[src/rtl/yuv420_capture_ctrl.sv]
// Frame-capture sequencer in front of the yuv420 packer: gates whole frames with optional
// decimation, shadows packer config per run, and monitors packer output for completion/errors.
module yuv420_capture_ctrl #(
  parameter int                     DRAIN_TIMEOUT  = 4096,
  parameter int                     WCNT_WIDTH     = 24,
  parameter int                     DTYPE_WIDTH    = 8,
  parameter logic [DTYPE_WIDTH-1:0] DT_FRAME_START = DTYPE_WIDTH'(8'h01),
  parameter logic [DTYPE_WIDTH-1:0] DT_FRAME_END   = DTYPE_WIDTH'(8'h02),
  parameter logic [DTYPE_WIDTH-1:0] DT_PIXEL_MASK  = DTYPE_WIDTH'(8'h40)
) (
  input  logic                   clk,
  input  logic                   resetb,
  input  logic [15:0]            cfg_image_type,
  input  logic                   cfg_enable,
  input  logic [15:0]            cfg_num_frames,
  input  logic [7:0]             cfg_skip,
  input  logic                   start,
  input  logic                   stop,
  input  logic                   dvi,
  input  logic [DTYPE_WIDTH-1:0] dtypei,
  input  logic [15:0]            meta_datai,
  input  logic [7:0]             yi,
  input  logic [7:0]             ui,
  input  logic [7:0]             vi,
  output logic                   dvo,
  output logic [DTYPE_WIDTH-1:0] dtypeo,
  output logic [15:0]            meta_datao,
  output logic [7:0]             yo,
  output logic [7:0]             uo,
  output logic [7:0]             vo,
  output logic [15:0]            image_type,
  output logic                   enable,
  input  logic                   pk_dvi,
  input  logic [DTYPE_WIDTH-1:0] pk_dtypei,
  output logic                   busy,
  output logic                   done,
  output logic [15:0]            frames_sent,
  output logic [WCNT_WIDTH-1:0]  words_last,
  output logic                   err_sync,
  output logic                   err_timeout
);

  localparam int TO_W = $clog2(DRAIN_TIMEOUT + 1);

  typedef enum logic [2:0] {IDLE, WAIT_SOF, SKIP, PASS, DRAIN} state_t;

  function automatic logic [15:0] sat_inc16(input logic [15:0] v);
    return (v == 16'hFFFF) ? v : v + 16'd1;
  endfunction

  function automatic logic [WCNT_WIDTH-1:0] sat_inc_w(input logic [WCNT_WIDTH-1:0] v);
    return (&v) ? v : v + WCNT_WIDTH'(1);
  endfunction

  state_t                state, state_nxt;
  logic [15:0]           num_q;
  logic [7:0]            skip_q;
  logic [7:0]            skip_cnt;
  logic                  stop_req;
  logic [15:0]           pk_frames;
  logic [WCNT_WIDTH-1:0] wcnt;
  logic [TO_W-1:0]       tcnt;

  logic gate, accept, fe_pass, skip_dec, sync_hit, drain_ok, drain_to;
  logic in_fs, in_fe, pk_fs, pk_fe, pk_px, last_frame;

  assign in_fs = dvi && (dtypei == DT_FRAME_START);
  assign in_fe = dvi && (dtypei == DT_FRAME_END);
  assign pk_fs = pk_dvi && (pk_dtypei == DT_FRAME_START);
  assign pk_fe = pk_dvi && (pk_dtypei == DT_FRAME_END);
  assign pk_px = pk_dvi && ((pk_dtypei & DT_PIXEL_MASK) != '0);
  assign last_frame = (num_q != 16'd0) && (sat_inc16(frames_sent) == num_q);
  assign busy = (state != IDLE);

  always_comb begin
    state_nxt = state;
    gate      = 1'b0;
    accept    = 1'b0;
    fe_pass   = 1'b0;
    skip_dec  = 1'b0;
    sync_hit  = 1'b0;
    drain_ok  = 1'b0;
    drain_to  = 1'b0;
    case (state)
      IDLE: begin
        if (start && !stop) begin
          accept    = 1'b1;
          state_nxt = WAIT_SOF;
        end
      end
      WAIT_SOF: begin
        if (stop) begin
          state_nxt = DRAIN;
        end else if (in_fs) begin
          if (skip_cnt == 8'd0) begin
            gate      = 1'b1;
            state_nxt = PASS;
          end else begin
            state_nxt = SKIP;
          end
        end
      end
      SKIP: begin
        if (stop) begin
          state_nxt = DRAIN;
        end else if (in_fe) begin
          skip_dec  = 1'b1;
          state_nxt = WAIT_SOF;
        end
      end
      PASS: begin
        gate     = 1'b1;
        sync_hit = in_fs;
        if (in_fe) begin
          fe_pass   = 1'b1;
          // a stop arriving on the FRAME_END beat itself still ends the run here
          state_nxt = (stop_req || stop || last_frame) ? DRAIN : WAIT_SOF;
        end
      end
      DRAIN: begin
        if (pk_frames == frames_sent) begin
          drain_ok  = 1'b1;
          state_nxt = IDLE;
        end else if (tcnt == TO_W'(DRAIN_TIMEOUT - 1)) begin
          drain_to  = 1'b1;
          state_nxt = IDLE;
        end
      end
      default: state_nxt = IDLE;
    endcase
  end

  // control stage: state, shadow config, run counters, sticky errors
  always_ff @(posedge clk or negedge resetb) begin
    if (!resetb) begin
      state       <= IDLE;
      done        <= 1'b0;
      image_type  <= '0;
      enable      <= 1'b0;
      num_q       <= '0;
      skip_q      <= '0;
      skip_cnt    <= '0;
      frames_sent <= '0;
      stop_req    <= 1'b0;
      err_sync    <= 1'b0;
      err_timeout <= 1'b0;
      tcnt        <= '0;
    end else begin
      state <= state_nxt;
      done  <= drain_ok | drain_to;
      if (accept) begin
        image_type  <= cfg_image_type;
        enable      <= cfg_enable;
        num_q       <= cfg_num_frames;
        skip_q      <= cfg_skip;
        skip_cnt    <= '0;
        frames_sent <= '0;
      end else if (fe_pass) begin
        frames_sent <= sat_inc16(frames_sent);
        skip_cnt    <= skip_q;
      end else if (skip_dec && (skip_cnt != 8'd0)) begin
        skip_cnt <= skip_cnt - 8'd1;
      end
      if (state_nxt == IDLE) stop_req <= 1'b0;
      else if ((state == PASS) && stop) stop_req <= 1'b1;
      if (sync_hit) err_sync <= 1'b1;
      if (drain_to) err_timeout <= 1'b1;
      tcnt <= (state == DRAIN) ? tcnt + TO_W'(1) : '0;
    end
  end

  // stream stage: one-cycle registered copy, valid gated by the sequencer
  always_ff @(posedge clk or negedge resetb) begin
    if (!resetb) begin
      dvo        <= 1'b0;
      dtypeo     <= '0;
      meta_datao <= '0;
      yo         <= '0;
      uo         <= '0;
      vo         <= '0;
    end else begin
      dvo        <= dvi & gate;
      dtypeo     <= dtypei;
      meta_datao <= meta_datai;
      yo         <= yi;
      uo         <= ui;
      vo         <= vi;
    end
  end

  // monitor stage: packer output word and frame counting
  always_ff @(posedge clk or negedge resetb) begin
    if (!resetb) begin
      pk_frames  <= '0;
      wcnt       <= '0;
      words_last <= '0;
    end else begin
      if (pk_fe) begin
        words_last <= wcnt;
        wcnt       <= '0;
      end else if (pk_fs) begin
        wcnt <= '0;
      end else if (pk_px) begin
        wcnt <= sat_inc_w(wcnt);
      end
      if (accept) pk_frames <= '0;
      else if (pk_fe) pk_frames <= sat_inc16(pk_frames);
    end
  end

endmodule

[config.mk]
export PLATFORM = sky130hd
export DESIGN_NAME = yuv420_capture_ctrl
export DESIGN_NICKNAME = d
export VERILOG_FILES = /design/src/rtl/yuv420_capture_ctrl.sv
export SDC_FILE = /design/constraint.sdc
export NUM_CORES = 1
export LEC_CHECK = 0
export BUFFER_PORTS_ARGS = -buffer_cell sky130_fd_sc_hd__buf_2
export CELL_PAD_IN_SITES_DETAIL_PLACEMENT = 1
export CELL_PAD_IN_SITES_GLOBAL_PLACEMENT = 1
export CORE_ASPECT_RATIO = 1.5
export CORE_MARGIN = 8
export CORE_UTILIZATION = 44
export CTS_CLUSTER_DIAMETER = 80
export CTS_CLUSTER_SIZE = 12
export DETAILED_ROUTE_END_ITERATION = 8
export PLACE_DENSITY_LB_ADDON = 0.12
export SKIP_CTS_REPAIR_TIMING = 1
export SKIP_LAST_GASP = 1
export SLEW_MARGIN = 40
export SYNTH_ARGS = -nofsm -noshare
export SYNTH_HDL_FRONTEND = slang
export SYNTH_SLANG_ARGS = --single-unit
[constraint.sdc]
create_clock -name clk -period 8 [get_ports clk]
set_input_delay 1.2 -clock clk [delete_from_list [all_inputs] [get_ports clk]]
set_output_delay 1.2 -clock clk [all_outputs]
set_load 0.01 [all_outputs]
==> metrics.csv, run 1 <==
stage;metric;value;unit
status;outcome;finished, final reports clean;
global_route;grt_overflow;0;
synth;ys_seq_area_share;54.9;%
synth;synth_edf_count;0;
worst_setup_path;reg2reg_depth;9;
timing;rsz0062_at_grt;false;
layout;num_antenna_cells;0;
worst_setup_path;critPathKind;flip-flop to flip-flop;
hold_path;hold-path-endpoint;err_timeout;
worst_setup_path;end_kind;flip-flop;
hold_path;hp-start;err_timeout;
route;vias;7297;
layout;area_growth_syn_to_layout;21.0;%
timing;finalSetupViolations;0;
worst_setup_path;startpoint_type;flip-flop;
timing;setup_slack;4.44;ns
route;finalWirelength;25.6;mm
cts;path_clk_slew;0.07;ns
global_route;grt_pass1_wl;42.5;mm
synth;yosys-top-cells-count;198 x dfrtp_1, 168 x nand2_1, 82 x nor2_1, 46 x xnor2_1, 44 x a21oi_1;
synth;synthCells;895;
layout;final_nets;1193;
synth;synth.most_common_cell;dfrtp_1;
route;drc_errors;0;
pwr;p_comb_share;13.3;%
pwr;p_switching;0.000660;W
die;fp.dieH;191;um
synth;synth_area_leaders;dfrtp_1 55%, nand2_1 7.0%, xnor2_1 4.5%;
hold_path;hold_depth;1;
pwr;internal_power;0.00171;W
cts;cts_root_buf;clkbuf_16;
timing;report.final.slew_viol_count;0;
pwr;cellLeakagePower;5.38;nW
global_route;track_usage;20.9;%
placed_design;hpwl;18.9;mm
global_route;antenna_found_initial;0;
synth;yosysWarningCount;0;
placed_design;io_buffers;212;
timing;tightestPinTransition;0.800;ns
route;drt-vias-per-instance;5.36;
global_route;grt_max_degree;132;
pwr;switching_share;27.9;%
worst_setup_path;reg2reg_from;frames_sent[1];
worst_setup_path;slowest_stage;or4_1;
route;drt_iter0_drc;440;
worst_setup_path;worstPathCellList;ha_1, nand3_1, or4_1, nand2_1, mux2i_1, nand4b_1, nor4b_1, a21oi_1, o32a_1;
timing;min_period_over_period;44.4;%
die;ios;213;
die;initial_core_util;44.6;%
synth;yosys.area.top_type_share;54.9;%
die;fp.dieW;133;um
global_route;grt_pass1_vias;7782;
timing;slew_headroom;46.7;%
cts;cts-htree-levels;4;
synth;ys_ff_latch;198;
worst_setup_path;worstReg2RegEnd;stop_req;
timing;final-hold-violation-count;0;
die;core-area;20300;um^2
cts;clockBufferDepth;2;
worst_setup_path;critPathMaxStageDelay;0.86;ns
die;placementRows;64;
run;cap_violations;0;
worst_setup_path;reg2reg_slack;4.44;ns
synth;yosys.area.top_type;dfrtp_1;
pwr;vdd_drop_max;0.000149;V
cts;cts_tree;done;
route;wire_per_inst;18.8;um
route;first_pass_iters;4;
pwr;seqPwrFrac;49.5;%
cts;cts.sinks;198;
timing;tns;0;ns
timing;fin_skew;0.00974;ns
pwr;p_clk_share;37.1;%
die;die_area;25500;um^2
timing;fmax;281;MHz
cts;cts_buffers;17;
pwr;powerDensity;217;nW/um^2
worst_setup_path;required;8.32;ns
placed_design;gp_congestion;0.868;
synth;synth_ff_type;dfrtp_1;
hold_path;hold_class;flip-flop to flip-flop;
cts;clock_latency;0.44;ns
synth;synth_nets;1003;
synth;syn_avg_cell_area;10.1;um^2
layout;final_layout_size_suffix_gt1_share;26.6;%
timing;finalCriticalPeriod;3.56;ns
route;ant_nets;0;
worst_setup_path;critPathMaxFanout;16;
synth;syn_area;9030;um^2
synth;ys_types;67;
worst_setup_path;crit_arrival;3.87;ns
synth;async_flop_share;100;%
placed_design;dp_slack;4.01;ns
## worst max path at each step
stage	from	to	slack, ns	depth (start not counted)
finish	frames_sent[1]	stop_req	4.44	9
global route	frames_sent[1]	stop_req	4.23	9
CTS	pk_dtypei[4]	pk_frames[13]	4.48	10
detailed placement	pk_dtypei[4]	pk_frames[13]	4.01	10
global placement	pk_dtypei[4]	pk_frames[13]	4.10	10
floorplan	pk_dtypei[4]	pk_frames[13]	4.64	10
## worst max-delay path: cells and delay by family, from the launching register on
kind / cells / cell delay [ns]
AOI/OAI and AO/OA: 2 / 0.47
and+or+nand+nor: 5 / 1.93
adders and majority gates: 1 / 0.36
muxes: 1 / 0.10
DFF: 1 / 0.57
## layer usage
layer	GRT usage [%]	vias up	share of wire [%]
met3	4.79	32	4.2
li1	-	3454	-
met1	24.1	3664	40
met4	7.15	0	1.9
met2	37.3	147	54
met5	0	-	0
## power by group through the flow
stage / logic (W) / registers (W) / clock network [W]
after floorplan: 0.000169 / 0.00119 / 0
after global placement: 0.000312 / 0.00119 / 0
after detailed placement: 0.000322 / 0.00119 / 0
after CTS: 0.000324 / 0.00117 / 0.000902
after global routing: 0.000358 / 0.00119 / 0.000940
final: 0.000316 / 0.00117 / 0.000879
## registers in the layout, summed over array words and instances (netlist names), 13 cells and up
name         flops
frames_sent     16
image_type      16
meta_datao      16
num_q           16
pk_frames       16
tcnt            13
wcnt            24
words_last      24
## cells by family after synthesis
group,count (synthesis),share of synthesized area (%)
multiplexers,31,3.78
AND/OR/NAND/NOR,402,22.1
adder cells (fa/ha/maj),5,0.693
AO/OA/AOI/OAI,121,8.46
flip-flops,198,54.9
XOR/XNOR,73,7.08
buffers and inverters,65,3.02
## area by class of cell
class / count / area [um^2]
fill: 2316 / 9330
sequential: 198 / 4950
multi-input combinational: 632 / 3840
timing repair buffer: 220 / 1140
clock buffer: 20 / 457
tap: 264 / 330
clock inverter: 11 / 143
inverter: 16 / 60.1
## placed cells by master, fill, tap and decap left out, types with 6 or more instances in the layout
cell / count
nand2_1: 168
and4_1: 7
nor2_1: 82
nand3_1: 24
mux2_2: 25
nand4_1: 21
or3_1: 16
o21ai_0: 32
dfrtp_1: 198
a21oi_1: 44
nor3_1: 17
and3_1: 12
clkbuf_16: 18
xor2_1: 27
inv_1: 16
nor4_1: 11
buf_2: 211
buf_4: 7
mux2i_1: 6
xnor2_1: 46
## per-stage QoR
step / utilization (%) / instance area [um^2] / std cells / power, W / hold WS [ns]
after CTS: 53.9 / 10900 / 1361 / 0.00240 / 0.464
final: 53.9 / 10900 / 1361 / 0.00237 / 0.459
after global routing: 53.9 / 10900 / 1361 / 0.00249 / 0.489
after detailed placement: 51.0 / 10300 / 1330 / 0.00151 / 0.448
after floorplan: - / 9030 / 895 / 0.00135 / 0.433
after global placement: 50.8 / 10300 / 1328 / 0.00150 / 0.439
Power figures use the tool's default switching activity.
==> run 2: changes to the inputs <==
- ABC_AREA: default -> 1
- CORE_UTILIZATION: 44 -> 36
- clock period: 8 -> 3.25 ns (I/O delays scaled with it)
==> metrics.csv, run 2 <==
stage;metric;value;unit;change
worst_setup_path;critPathKind;flip-flop to flip-flop;;
synth;synth_area_leaders;dfrtp_1 55%, nand2_1 12%, o21ai_0 5.0%;;
worst_setup_path;required;3.61;ns;-4.71 ns
timing;final-hold-violation-count;0;;unchanged
layout;stdcell_area;11000;um^2;+0.36%
cts;path_clk_slew;0.07;ns;about the same
layout;multi_input_comb_area;3420;um^2;-11%
global_route;grt_overflow;0;;unchanged
cts;cts-htree-levels;4;;unchanged
cts;cts_buffers;17;;unchanged
layout;area_growth_syn_to_layout;22.3;%;
synth;yosysWarningCount;0;;unchanged
die;fp.dieW;145;um;+8.9%
timing;rsz0062_at_grt;false;;
die;placementRows;71;;+11%
global_route;grt_pass1_vias;8612;;+11%
pwr;vdd_drop_max;0.000390;V;+160%
route;drc_errors;0;;unchanged
route;wire_per_inst;17.8;um;-5.3%
worst_setup_path;reg2reg_depth;15;;+6
synth;yosys.area.top_type_share;55.2;%;+0.39 points
status;outcome;finished, final reports clean;;
timing;fin_skew;0.00739;ns;-0.00236 ns
synth;syn_area;8970;um^2;-0.71%
worst_setup_path;critPathTopFamily;simple AND/OR/NAND/NOR gates;;
layout;seqCellArea;4950;um^2;unchanged
timing;report.final.slew_viol_count;0;;unchanged
cts;cts.sinks;198;;unchanged
global_route;track_usage;19.8;%;-1.1 points
worst_setup_path;crit_arrival;3.02;ns;-0.85 ns
synth;yosys.area.top_type;dfrtp_1;;
worst_setup_path;cp.buffers_inverters;0;;unchanged
die;ios;213;;unchanged
worst_setup_path;critPathMaxStageDelay;0.36;ns;-0.50 ns
die;fp.dieH;209;um;+9.3%
layout;final_layout_size_suffix_gt1_share;22.8;%;-3.8 points
global_route;grt_pass1_wl;46.2;mm;+8.6%
layout;num_antenna_cells;0;;unchanged
worst_setup_path;startpoint_type;flip-flop;;
worst_setup_path;critPathMaxFanout;14;;-2
cts;cts_tree;done;;
global_route;antenna_found_initial;1;;+1
die;initial_core_util;36.2;%;-8.4 points
pwr;cellLeakagePower;5.62;nW;+4.5%
layout;layout_commonest_cell;nand2_1;;
route;vias;7832;;+7.3%
timing;fmax;375;MHz;+33%
worst_setup_path;worstPathCellList;ha_1, nand3_1, nor2_2, nand2_1, nor2_2, nand2_1, nor2_4, nand2_2, nor3_2, nand3_1, nand3_2, nand2_2, nand3_1, o21ai_0, nor2_1;;
worst_setup_path;end_kind;flip-flop;;
route;first_pass_iters;6;;+2
placed_design;placed_cell_area;10400;um^2;+0.77%
layout;top_regs;wcnt x24, words_last x24;;
synth;yosys-top-cells-count;280 x nand2_1, 198 x dfrtp_1, 116 x inv_1, 91 x nor2_1, 89 x o21ai_0;;
cts;clock_latency;0.44;ns;about the same
placed_design;gp_congestion;0.832;;-4.2%
layout;layout_common_cells;280 x nand2_1, 211 x buf_2, 198 x dfrtp_1, 115 x inv_1, 91 x nor2_1;;
route;finalWirelength;28.6;mm;+12%
placed_design;hpwl;22.3;mm;+18%
placed_design;io_buffers;212;;unchanged
route;drt-vias-per-instance;4.88;;-8.9%
synth;async_flop_share;100;%;unchanged
timing;tns;0;ns;unchanged
synth;ys_seq_area_share;55.2;%;+0.39 points
synth;synth.most_common_cell;nand2_1;;
synth;ys_ff_latch;198;;unchanged
timing;tightestPinTransition;0.761;ns;-0.0391 ns
cts;clockBufferDepth;2;;unchanged
timing;finalSetupViolations;0;;unchanged
die;core-area;24800;um^2;+22%
timing;min_period_over_period;82.0;%;+38 points
die;die_area;30300;um^2;+19%
worst_setup_path;crit_top_cell;nand3_1;;
route;drt_iter0_drc;325;;-26%
synth;synthCells;1053;;+18%
layout;final_nets;1371;;+15%
pwr;powerDensity;581;nW/um^2;+170%
synth;synth_edf_count;0;;unchanged
hold_path;hold_class;input port to asynchronous set/reset pin;;
synth;synth_nets;1161;;+16%
layout;fill_cells;3059;;+32%
global_route;grt_max_degree;89;;-33%
synth;syn_avg_cell_area;8.52;um^2;-16%
timing;finalCriticalPeriod;2.66;ns;-0.891 ns
route;ant_nets;0;;unchanged
worst_setup_path;path_depth;15;;+6
run;cap_violations;0;;unchanged
synth;synth_ff_type;dfrtp_1;;
cts;cts_root_buf;clkbuf_16;;
worst_setup_path;slowest_stage;dfrtp_1;;
synth;ys_types;43;;-36%
timing;slew_headroom;49.3;%;+2.6 points
run 2: changes by cell type in the layout (fill, tap and decap cells not counted), sizes merged, moves of 25 or more:
cell / change
inv: +107
mux2: -25
nand2: +124
nand3: +40
o21ai: +59
xnor2: -33
run 2: per-stage QoR:
step                      util [%]  std cells  total power [W]  hold slack (ns)  setup slack [ns]
final                         44.2       1604          0.00637           0.0764             0.585
after global routing          44.2       1604          0.00675            0.117             0.271
after CTS                     44.2       1604          0.00647            0.130             0.546
after detailed placement      42.0       1572          0.00440            0.459             0.559
after global placement        42.0       1572          0.00437            0.454             0.677
after floorplan                  -       1053          0.00381            0.192              1.10
run 2: area by class of cell:
| cell class | instances | share of cell area [%] |
|---|---|---|
| clock inverter | 14 | 1.07 |
| timing repair buffer | 221 | 10.6 |
| sequential | 198 | 45.2 |
| clock buffer | 18 | 4.01 |
| tap | 328 | 3.74 |
| inverter | 122 | 4.21 |
| multi-input combinational | 703 | 31.2 |
run 2: routing by layer:
| metal | track usage, % | wire, um |
|---|---|---|
| met1 | 21.7 | 10900 |
| met2 | 36.2 | 15800 |
| met3 | 3.25 | 987 |
| met4 | 8.43 | 869 |
| met5 | 0 | 10 |
run 2: logic make-up (layout without fill, tap and decap cells):
group	count (synthesis)	in the layout	share of synthesized area [%]
AND/OR/NAND/NOR	517	517	25.1
flip-flops	198	198	55.2
buffers and inverters	152	375	6.65
AO/OA/AOI/OAI	149	149	9.15
XOR/XNOR	31	31	3.03
adder cells (fa/ha/maj)	5	5	0.698
multiplexers	1	1	0.112
run 2: final timing paths:
check	endpoint	from	slack, ns
worst max-delay path	wcnt[16]	wcnt[1]	0.59
worst min-delay path	frames_sent[11]	resetb	0.08
worst max register to register	wcnt[16]	wcnt[1]	0.59
worst min register to register	tcnt[0]	tcnt[0]	0.47
max in group asynchronous	wcnt[0]	resetb	2.38
min in group clk	vo[6]	vi[6]	0.15
run 2: worst register-to-register path: cells and delay by family (launching register included):
family / cells / cell delay, ns
simple gates: 13 / 1.98
flops: 1 / 0.36
fa+ha+maj: 1 / 0.17
compound gates: 1 / 0.10
run 2: where the power goes:
group          leakage, nW  switching (W)  internal [W]
clock network        0.271        0.00101       0.00102
logic                 2.82       0.000780      0.000474
registers             2.52       0.000248       0.00283
==> run 3: changes to the inputs <==
- ABC_AREA: 1 -> 0
- CORE_UTILIZATION: 36 -> 37
- clock period: 3.25 -> 2.2 ns (I/O delays scaled with it)
==> metrics.csv, run 3 (synthesis gave the netlist of run 1 again) <==
stage;metric;value;unit;change
status;outcome;complete, but fails checks;;
status;violations;setup timing;;
cts;cts.sinks;198;;unchanged
worst_setup_path;reg2reg_from;frames_sent[14];;
die;ios;213;;unchanged
die;die_area;29800;um^2;-1.8%
hold_path;hp-start;dtypei[3];;
route;drt-vias-per-instance;5.06;;+3.6%
global_route;grt_pass1_vias;8528;;-0.98%
worst_setup_path;crit_arrival;2.84;ns;-0.18 ns
layout;final_cells;1617;;+0.81%
worst_setup_path;startpoint_type;flip-flop;;
layout;top_regs;wcnt x24, words_last x24;;
worst_setup_path;required;2.53;ns;-1.08 ns
layout;layout_commonest_cell;buf_2;;
global_route;grt_overflow;0;;unchanged
pwr;powerDensity;679;nW/um^2;+17%
worst_setup_path;critPathLaunch;frames_sent[14];;
timing;hold_ws;0.00945;ns;-0.0670 ns
route;ant_nets;0;;unchanged
hold_path;hold_class;input port to flip-flop;;
timing;slew_headroom;63.0;%;+14 points
timing;report.final.slew_viol_count;0;;unchanged
route;drc_errors;0;;unchanged
cts;path_clk_slew;0.08;ns;about the same
cts;cts_buffers;17;;unchanged
die;initial_core_util;37.4;%;+1.2 points
timing;final-hold-violation-count;0;;unchanged
cts;clock_latency;0.44;ns;about the same
global_route;grt_pass1_wl;46.2;mm;about the same
route;drt_iter0_drc;269;;-17%
layout;area_growth_syn_to_layout;44.2;%;
cts;cts_root_buf;clkbuf_16;;
layout;layout_common_cells;211 x buf_2, 194 x dfrtp_1, 166 x nand2_1, 144 x buf_4, 77 x nor2_1;;
die;fp.dieH;207;um;-0.93%
route;vias;8179;;+4.4%
layout;num_antenna_cells;0;;unchanged
route;wire_per_inst;19.3;um;+8.0%
run;cap_violations;0;;unchanged
die;placementRows;70;;-1.4%
die;core-area;24200;um^2;-2.5%
global_route;track_usage;19.8;%;+0.070 points
placed_design;io_buffers;212;;unchanged
timing;fin_skew;0.0135;ns;+0.00615 ns
cts;cts-htree-levels;4;;unchanged
cts;cts_tree;done;;
placed_design;hpwl;22.0;mm;-1.4%
timing;fmax;399;MHz;+6.3%
timing;finalSetupViolations;10;;+10
timing;tightestPinTransition;0.549;ns;-0.212 ns
worst_setup_path;critPathKind;flip-flop to flip-flop;;
pwr;vdd_drop_max;0.000490;V;+26%
placed_design;gp_congestion;0.962;;+16%
layout;final_layout_size_suffix_gt1_share;38.8;%;+16 points
worst_setup_path;end_kind;flip-flop;;
worst_setup_path;critPathMaxFanout;8;;-6
layout;final_nets;1388;;+1.2%
pwr;total_power;0.00885;W;+39%
pwr;cellLeakagePower;6.42;nW;+14%
cts;clockBufferDepth;2;;unchanged
timing;setup_slack;-0.307;ns;-0.892 ns
global_route;grt_max_degree;72;;-19%
route;finalWirelength;31.2;mm;+8.9%
global_route;antenna_found_initial;0;;-1
timing;finalCriticalPeriod;2.51;ns;-0.158 ns
die;fp.dieW;144;um;-0.90%
placed_design;placed_cells;1527;;-2.9%
timing;min_period_over_period;114;%;+32 points
timing;rsz0062_at_grt;true;;
route;first_pass_iters;4;;-2
run 3: changes by cell type in the layout (fill, tap and decap cells not counted), sizes merged, moves of 12 or more:
cell / change
a21oi: +13
xnor2: +33
nand3: -40
and3: +12
buf: +149
mux2: +25
nand2: -124
dlygate4sd3: +42
nor2: -18
o21ai: -59
or3: +16
inv: -104
run 3: area by class of cell:
class / instances / area, um^2
timing repair buffer: 414 / 2840
clock inverter: 15 / 161
fill: 2777 / 11100
tap: 324 / 405
sequential: 198 / 4960
clock buffer: 17 / 425
multi-input combinational: 633 / 4180
inverter: 16 / 60.1
run 3: worst paths after layout:
path                             endpoint  slack, ns  depth (start not counted)
min reg2reg                   err_timeout       0.47                          1
max reg2reg                      stop_req      -0.31                          9
min                             dtypeo[3]      0.009                          1
max in group asynchronous  image_type[12]       1.08                          3
max                              stop_req      -0.31                          9
min in group asynchronous   meta_datao[4]       0.41                          2
run 3: power by group:
part | total (W) | internal (W) | switching (W)
Clock | 0.00311 | 0.00152 | 0.00159
Sequential | 0.00420 | 0.00397 | 0.000238
Combinational | 0.00153 | 0.000698 | 0.000831
run 3: critical path, stage by stage, from the launching register on:
cell,delay [ns]
dfrtp_1,0.39
nand4_1,0.25
buf_6,0.24
o41a_1,0.44
mux2i_1,0.19
buf_4,0.15
nor3b_1,0.16
and3_1,0.19
a21oi_2,0.07
o32a_1,0.33
run 3: per-layer routing:
metal	wire length, um	vias up	part of all wire, %	global-route usage [%]
li1	-	3849	-	-
met1	11500	4136	37	21.1
met2	17700	145	57	36.9
met3	990	49	3.2	3.43
met4	1070	0	3.4	8.85
met5	0	-	0	0
run 3: through the flow:
step / setup slack, ns / setup TNS (ns) / util, % / area, um^2
final: -0.307 / -1.64 / 53.9 / 13000
after CTS: -0.398 / -3.58 / 50.5 / 12200
after global placement: -0.314 / -5.57 / 48.1 / 11600
after floorplan: -0.329 / -2.10 / - / 9200
after detailed placement: -0.381 / -7.48 / 48.1 / 11600
after global routing: -0.401 / -3.30 / 53.9 / 13000
